===== config.mk =====
export PLATFORM = sky130hd
export DESIGN_NAME = edge_sync_multi
export DESIGN_NICKNAME = d
export VERILOG_FILES = /design/src/rtl/edge_sync_pkg.sv /design/src/rtl/edge_sync_ch.sv /design/src/rtl/edge_sync_multi.sv
export SDC_FILE = /design/constraint.sdc
export NUM_CORES = 1
export LEC_CHECK = 0
export CORE_UTILIZATION = 25
export CTS_CLUSTER_DIAMETER = 200
export CTS_CLUSTER_SIZE = 8
export DETAILED_ROUTE_END_ITERATION = 12
export PLACE_DENSITY_LB_ADDON = 0.1
export SYNTH_ARGS = -nofsm -noshare
export SYNTH_HDL_FRONTEND = slang
export SYNTH_SLANG_ARGS = --single-unit

===== constraint.sdc =====
create_clock -name clk -period 2.3 [get_ports clk]
set_input_delay 0.345 -clock clk [delete_from_list [all_inputs] [get_ports clk]]
set_output_delay 0.345 -clock clk [all_outputs]
set_load 0.05 [all_outputs]

===== src/rtl/edge_sync_pkg.sv =====
// Shared definitions for the multi-channel input conditioner.
// Edge-mode encodings and the direction qualification helper.
package edge_sync_pkg;

    localparam logic [1:0] EDGE_OFF  = 2'b00;
    localparam logic [1:0] EDGE_RISE = 2'b01;
    localparam logic [1:0] EDGE_FALL = 2'b10;
    localparam logic [1:0] EDGE_BOTH = 2'b11;

    function automatic logic edge_permits(input logic [1:0] mode, input logic rising);
        logic ok;
        ok = 1'b0;
        case (mode)
            EDGE_OFF:  ok = 1'b0;
            EDGE_RISE: ok = rising;
            EDGE_FALL: ok = !rising;
            EDGE_BOTH: ok = 1'b1;
            default:   ok = 1'b0;
        endcase
        return ok;
    endfunction

endpackage


===== src/rtl/edge_sync_ch.sv =====
// One conditioner channel: synchroniser chain, counter debounce, edge qualification,
// one-cycle event pulse, sticky flag and saturating event count.
module edge_sync_ch
    import edge_sync_pkg::*;
#(
    parameter int SYNC_STAGES = 2,
    parameter int DEB_CYCLES  = 4,
    parameter int CNT_W       = 8
) (
    input  logic             clk,
    input  logic             rst_n,
    input  logic             in_i,
    input  logic [1:0]       edge_mode,
    input  logic             evt_clr_i,
    output logic             level_o,
    output logic             pulse_o,
    output logic             evt_flag_o,
    output logic [CNT_W-1:0] evt_cnt_o
);

    localparam int                DEB_W   = $clog2(DEB_CYCLES + 1);
    localparam logic [DEB_W-1:0]  DEB_TC  = DEB_W'(DEB_CYCLES - 1);
    localparam logic [CNT_W-1:0]  CNT_MAX = '1;

    logic [SYNC_STAGES-1:0] sync_q;
    logic                   sync;
    logic [DEB_W-1:0]       deb_cnt_q, deb_cnt_d;
    logic                   level_q, level_d;
    logic                   level_dly_q;
    logic                   pulse_q, pulse_d;
    logic                   flag_q, flag_d;
    logic [CNT_W-1:0]       cnt_q, cnt_d;

    // Plain flop chain; nothing may sit between the stages.
    always_ff @(posedge clk or negedge rst_n) begin
        if (!rst_n) begin
            sync_q <= '0;
        end else begin
            sync_q <= {sync_q[SYNC_STAGES-2:0], in_i};
        end
    end

    assign sync = sync_q[SYNC_STAGES-1];

    always_comb begin
        level_d   = level_q;
        deb_cnt_d = deb_cnt_q;
        if (sync == level_q) begin
            deb_cnt_d = '0;
        end else if (deb_cnt_q == DEB_TC) begin
            level_d   = sync;
            deb_cnt_d = '0;
        end else begin
            deb_cnt_d = deb_cnt_q + 1'b1;
        end
    end

    // The delayed level only feeds edge detection, so a mode change alone never pulses.
    assign pulse_d = (level_q != level_dly_q) && edge_permits(edge_mode, level_q);

    // A pulse wins over a clear issued in the same cycle.
    always_comb begin
        flag_d = flag_q;
        cnt_d  = cnt_q;
        if (pulse_q) begin
            flag_d = 1'b1;
            if (evt_clr_i) begin
                cnt_d = CNT_W'(1);
            end else if (cnt_q != CNT_MAX) begin
                cnt_d = cnt_q + 1'b1;
            end
        end else if (evt_clr_i) begin
            flag_d = 1'b0;
            cnt_d  = '0;
        end
    end

    always_ff @(posedge clk or negedge rst_n) begin
        if (!rst_n) begin
            deb_cnt_q   <= '0;
            level_q     <= 1'b0;
            level_dly_q <= 1'b0;
            pulse_q     <= 1'b0;
            flag_q      <= 1'b0;
            cnt_q       <= '0;
        end else begin
            deb_cnt_q   <= deb_cnt_d;
            level_q     <= level_d;
            level_dly_q <= level_q;
            pulse_q     <= pulse_d;
            flag_q      <= flag_d;
            cnt_q       <= cnt_d;
        end
    end

    assign level_o    = level_q;
    assign pulse_o    = pulse_q;
    assign evt_flag_o = flag_q;
    assign evt_cnt_o  = cnt_q;

endmodule


===== src/rtl/edge_sync_multi.sv =====
// Multi-channel input conditioner at the system-clock boundary.
// Replicates edge_sync_ch per channel and packs the per-channel results.
module edge_sync_multi
    import edge_sync_pkg::*;
#(
    parameter int CH          = 4,
    parameter int SYNC_STAGES = 2,
    parameter int DEB_CYCLES  = 4,
    parameter int CNT_W       = 8
) (
    input  logic                clk,
    input  logic                rst_n,
    input  logic [CH-1:0]       in_i,
    input  logic [2*CH-1:0]     edge_mode,
    input  logic [CH-1:0]       evt_clr_i,
    output logic [CH-1:0]       level_o,
    output logic [CH-1:0]       pulse_o,
    output logic [CH-1:0]       evt_flag_o,
    output logic [CH*CNT_W-1:0] evt_cnt_o
);

    for (genvar i = 0; i < CH; i++) begin : g_ch
        edge_sync_ch #(
            .SYNC_STAGES (SYNC_STAGES),
            .DEB_CYCLES  (DEB_CYCLES),
            .CNT_W       (CNT_W)
        ) u_ch (
            .clk        (clk),
            .rst_n      (rst_n),
            .in_i       (in_i[i]),
            .edge_mode  (edge_mode[2*i +: 2]),
            .evt_clr_i  (evt_clr_i[i]),
            .level_o    (level_o[i]),
            .pulse_o    (pulse_o[i]),
            .evt_flag_o (evt_flag_o[i]),
            .evt_cnt_o  (evt_cnt_o[i*CNT_W +: CNT_W])
        );
    end

endmodule


-- After elaboration in Yosys (flattened, before gate mapping)
Cells that the tools add are included.
- word-level logic and storage cells: 132
- latch bits: 0
- memories: 0
- register bits: 68
- memory bits (read-only): 0
- output and inout port bits: 44
- bits of input ports: 18
- memory bits (writable): 0
- bitwise operators: 4
- reductions and logical operators: 28
- eq/ne operators: 28
- multiplexer cells: 36
- shift-type cells: 0
- order comparisons: 0
- add/sub/neg operators: 8
- divide/modulo/power cells: 0
- multiply operators: 0
- operators with widths (kind ; count):
    8-bit 2-to-1 mux ; 16
    8-bit by 1-bit adder with 8-bit output, second input constant ; 4
    8-bit inequality test, second input constant ; 4
    3-bit 2-to-1 mux ; 8
    2-bit equality test, second input constant ; 8
    1-bit one-hot mux with 4 select lines ; 4
    2-bit AND reduction ; 8
    2-bit nonzero test ; 8
    3-bit by 1-bit adder with 3-bit output, second input constant ; 4
    3-bit by 2-bit equality test with 1-bit output, second input constant ; 4
    2-bit by 1-bit equality test with 1-bit output, second input constant ; 4
    2-bit zero test ; 4
    1-bit 2-to-1 mux ; 8
    1-bit equality test ; 4
    1-bit logical AND ; 4
    1-bit zero test ; 4
    1-bit inequality test ; 4
    1-bit inverter ; 4

-- Longest topological paths before layout
- word-level depth: 4
- depth in mapped cells: 5
- gate-level depth less buffers: 4

-- Hierarchy
A second synthesis with hierarchy kept.
- cells, all modules: 272
- area, all modules: 3113.0 um^2
- modules (own cells, without submodules) (module ; times used ; seq. area each (um^2) ; cells each ; area each (um^2)):
    edge_sync_ch ; 4 ; 425.4 ; 68 ; 778.2

-- Worst setup path after synthesis
OpenSTA, ideal clock, no wires.
- kind: register to register
- from: reg g_ch[2].u_ch.cnt_q[0]
- to: reg g_ch[2].u_ch.cnt_q[7]
- buffers on the path: 1
- setup slack: 0.394 ns
- data required time: 2.175 ns
- data arrival time: 1.782 ns
- cell stages (with the launch flop): 6
- period minus slack after synthesis: 1.906 ns
- setup time: 0.125 ns
- path through: dfrtp_1 > ha_1 > and3_1 > buf_2 > nor4_2 > mux2_2
- longest elaborated chain between the ends: 4
- elaborated cells on any way between the ends: 7
- classes of those cells: 1 x add/sub; 1 x eq/ne; 3 x mux; 2 x reduce/logical
- RTL lines (element ; RTL line ; RTL):
    start: declaration ; edge_sync_ch.sv:32 ; logic [CNT_W-1:0] cnt_q, cnt_d;
    start signal: assignment ; edge_sync_ch.sv:92 ; cnt_q <= cnt_d;
    8-bit by 1-bit adder with 8-bit output ; edge_sync_ch.sv:70 ; cnt_d = cnt_q + 1'b1;
    8-bit 2-to-1 mux ; edge_sync_ch.sv:69 ; end else if (cnt_q != CNT_MAX) begin
    8-bit 2-to-1 mux ; edge_sync_ch.sv:67 ; if (evt_clr_i) begin
    8-bit 2-to-1 mux ; edge_sync_ch.sv:65 ; if (pulse_q) begin
Parallel ways exist; a longest one is shown, timed or not. The select of a mux whose other input is x is not followed.
A chain may end at the register's enable or synchronous reset.

-- Worst setup path in the final report
- from: reg g_ch[1].u_ch.pulse_q
- to: out pulse_o[1]
- RTL lines (element ; RTL line ; RTL):
    start: declaration ; edge_sync_ch.sv:30 ; logic pulse_q, pulse_d;
    start signal: assignment ; edge_sync_ch.sv:90 ; pulse_q <= pulse_d;
    end: declaration ; edge_sync_multi.sv:17 ; output logic [CH-1:0] pulse_o,
No word-level cell between the ends.

==> results.md <==
- Die Y: 115 microns
- Final setup skew: 0.00414 ns
- Mean routed wirelength per cell: 12.9 microns
- Setup CP Type: flip-flop to primary output
- Largest area contributor in the netlist: dfrtp_1
- Port Buf Inserts: slightly above 60
- Slew Limit Fails: 0
- Final setup viols: 0
- H-tree level count: 3
- Number of global-route vias before repair: approximately 2,300
- Synth top area share: 0.533
- Hold Vio Cnt, Final: 0
- R2r setup slk: between 0.6 and 0.7 ns
- FF+latch count, synth: 68
- Headroom to the max-slew limit: 0.400
- VDD IR max: 0.544 mV
- Area of the die: 0.0132 sq mm
- Leakage: 0.00172 uW
- Slowest CP cell: clkdlybuf4s50_1
- Syn Inst Count: 288
- Syn. warnings: 0
- Detailed-route DRC error count: 0
- Crit-path leading delay family: buffers and inverters
- Top cells by area, synth: dfrtp_1, buf_4, mux2_2
- Nets: about 360
- Tot GR Track Use: 0.109
- Status: completed
- Initial core utilization: 0.261
- Initial antenna violation count: 0
- CP Capture Type: primary output
- First-pass GRT wire length: 11,100 microns
- Synth-to-layout area growth: 29.7%
- Reg clk slew, reported paths: approximately 0.060 ns
- Routed wire length: 6600 microns
- CORE AREA: 0.0122 sq mm
- Synth Cell Area: 0.00319 sq mm
- Worst-Skew Late Latency: approximately 0.33 ns
- Post-synth ARST share: 1.00
- Worst Path Arrival: 1.71 ns
- F_max: 0.486 GHz
- 1st-pass router iterations: 4
- Final critical-path required period: 2.06 ns
- Crit path buf inv count: 1
- Post-CTS setup buffers: 0
- Cell Chain, Critical Path: clkdlybuf4s50_1
- Final period util: 0.895
- Max cap viols: 0
- Min-Delay Path Class: primary input to async pin
- Slowest stage delay, CP: between 0.8 and 0.9 ns
- Syn nets: 314
- Min Hold Slack: between 0.1 and 0.15 ns
- RePlAce Congestion: 0.777
- Post-detail-place hpwl: 4350 microns
- Busiest grt layer: met2
- Critical path peak fanout: 9
- M3 GR Usage: 0.0438
- Sink Count: 68
- FP Rows: 40
- Final core utilization: 0.339
- Setup_tns: 0 ns
- Most common cell in the netlist: dfrtp_1
- Avg Inst Size Synth: about 11 sq um
- Global route overflow: 0
- Top post-synthesis cells by count: dfrtp_1, nand2_1, a21oi_1, nor3_1, buf_4
- Via count: between 2,000 and 2,500
- Remaining antenna violation count after routing: 0
- Critical Path RT: 1.96 ns
- Startpoint types: flip-flop
- CTS Buffer Depth: 2
- Power Density: between 1000 and 1500 mW/mm^2
- I/O Pins: 62
- Sequential share of the synthesized area: 0.533
- Root Driver: clkbuf_16
- Ant. Diodes: 0
- Largest net degree at the start of global routing: 69
- Met1 Usage GRT: 0.135
- Die width: between 100 and 150 microns
- Grt met2 use: 0.165
- CTS buffer count: 9
- FILL cells: 1,262
- Main synth FF type: dfrtp_1
- Post-synth EDFFs: 0
- CTS tree: built
- Initial DRC Count: between 150 and 200
- Worst slew pin tran: 0.901 ns
- Vias per cell: 4.59
- Share of layout cells above drive strength 1: 0.0848
- CTS Hold Bufs: 0
- Post-synthesis cell type count: 45
- RSZ-0062 raised after global routing: no
- Post-CTS sizing: 0
## area by class of cell
cell class              instances  area (sq um)  share of cell area
flip-flops and latches         68          1700               0.411
multi-input cells             191          1320               0.320
repair buffers                 61           608               0.147
clock buffers                  13           260              0.0629
well taps                     168           210              0.0508
inverters                       7          26.3             0.00635
clock inverters                 2          10.0             0.00242
## stage by stage
stage,instances,total power (uW),worst slack (ns),cell area [sq um]
final,510,4360,0.243,4140
after detailed placement,495,3130,0.598,3870
after global placement,495,3120,0.607,3870
after CTS,510,4450,0.229,4140
after floorplan,288,2800,0.394,3190
after global routing,510,4620,0.187,4140
## final timing paths
kind,from,end,depth (start not counted)
worst max-delay path,g_ch[1].u_ch.pulse_o$_DFF_PN0_,pulse_o[1],1
worst min-delay path,rst_n,g_ch[3].u_ch.evt_cnt_o[5]$_DFFE_PN0P_,1
worst max register to register,g_ch[2].u_ch.evt_cnt_o[0]$_DFFE_PN0P_,g_ch[2].u_ch.evt_cnt_o[7]$_DFFE_PN0P_,4
worst min register to register,g_ch[2].u_ch.sync_q[0]$_DFF_PN0_,g_ch[2].u_ch.sync_q[1]$_DFF_PN0_,0
max in group asynchronous,rst_n,g_ch[3].u_ch.evt_cnt_o[0]$_DFFE_PN0P_,1
min in group clk,g_ch[2].u_ch.sync_q[0]$_DFF_PN0_,g_ch[2].u_ch.sync_q[1]$_DFF_PN0_,0
## power breakdown
group          switching [uW]  internal (uW)  total, uW  leakage (uW)
Sequential                277           1450       1730      0.000891
Clock                     486            779       1260      0.000135
Combinational             839            528       1370      0.000694
## kinds of logic after synthesis
| group | after synthesis | share of synthesized area |
|---|---|---|
| simple gates | 105 | 0.198 |
| flops | 68 | 0.533 |
| compound gates | 61 | 0.129 |
| buf+inv | 29 | 0.0525 |
| mux | 13 | 0.0443 |
| fa+ha+maj | 8 | 0.0314 |
| xor+xnor | 4 | 0.0110 |
## cell usage in the layout, fill, tap and decap left out, drive strengths merged, types with 2 or more instances in the layout
cell	n
nor3b	9
o21ai	7
clkbuf	13
a41oi	4
nand3b	4
nand3	11
nor4bb	2
a31oi	6
and4	9
nand2	19
dfrtp	68
xnor2	4
clkdlybuf4s50	60
a21boi	4
and3	4
nor2b	11
o21bai	3
a311oi	4
nor3	15
a211o	2
mux2i	4
mux2	9
nor2	6
nand2b	4
nand4	5
ha	8
a211oi	5
or4	2
nor4b	2
a21oi	18
clkinv	2
a21o	3
inv	7
## state kept, by name, indices dropped and copies added, names as in the netlist
signal                 cells
g_ch.u_ch.deb_cnt_q       12
g_ch.u_ch.evt_cnt_o       32
g_ch.u_ch.evt_flag_o       4
g_ch.u_ch.level_dly_q      4
g_ch.u_ch.level_o          4
g_ch.u_ch.pulse_o          4
g_ch.u_ch.sync_q           8
## per-layer routing
layer	up-vias	routed length, microns
li1	1157	-
met2	44	3070
met5	-	0
met1	1132	3100
met3	8	308
met4	0	119
(Power assumes the default switching activity.)
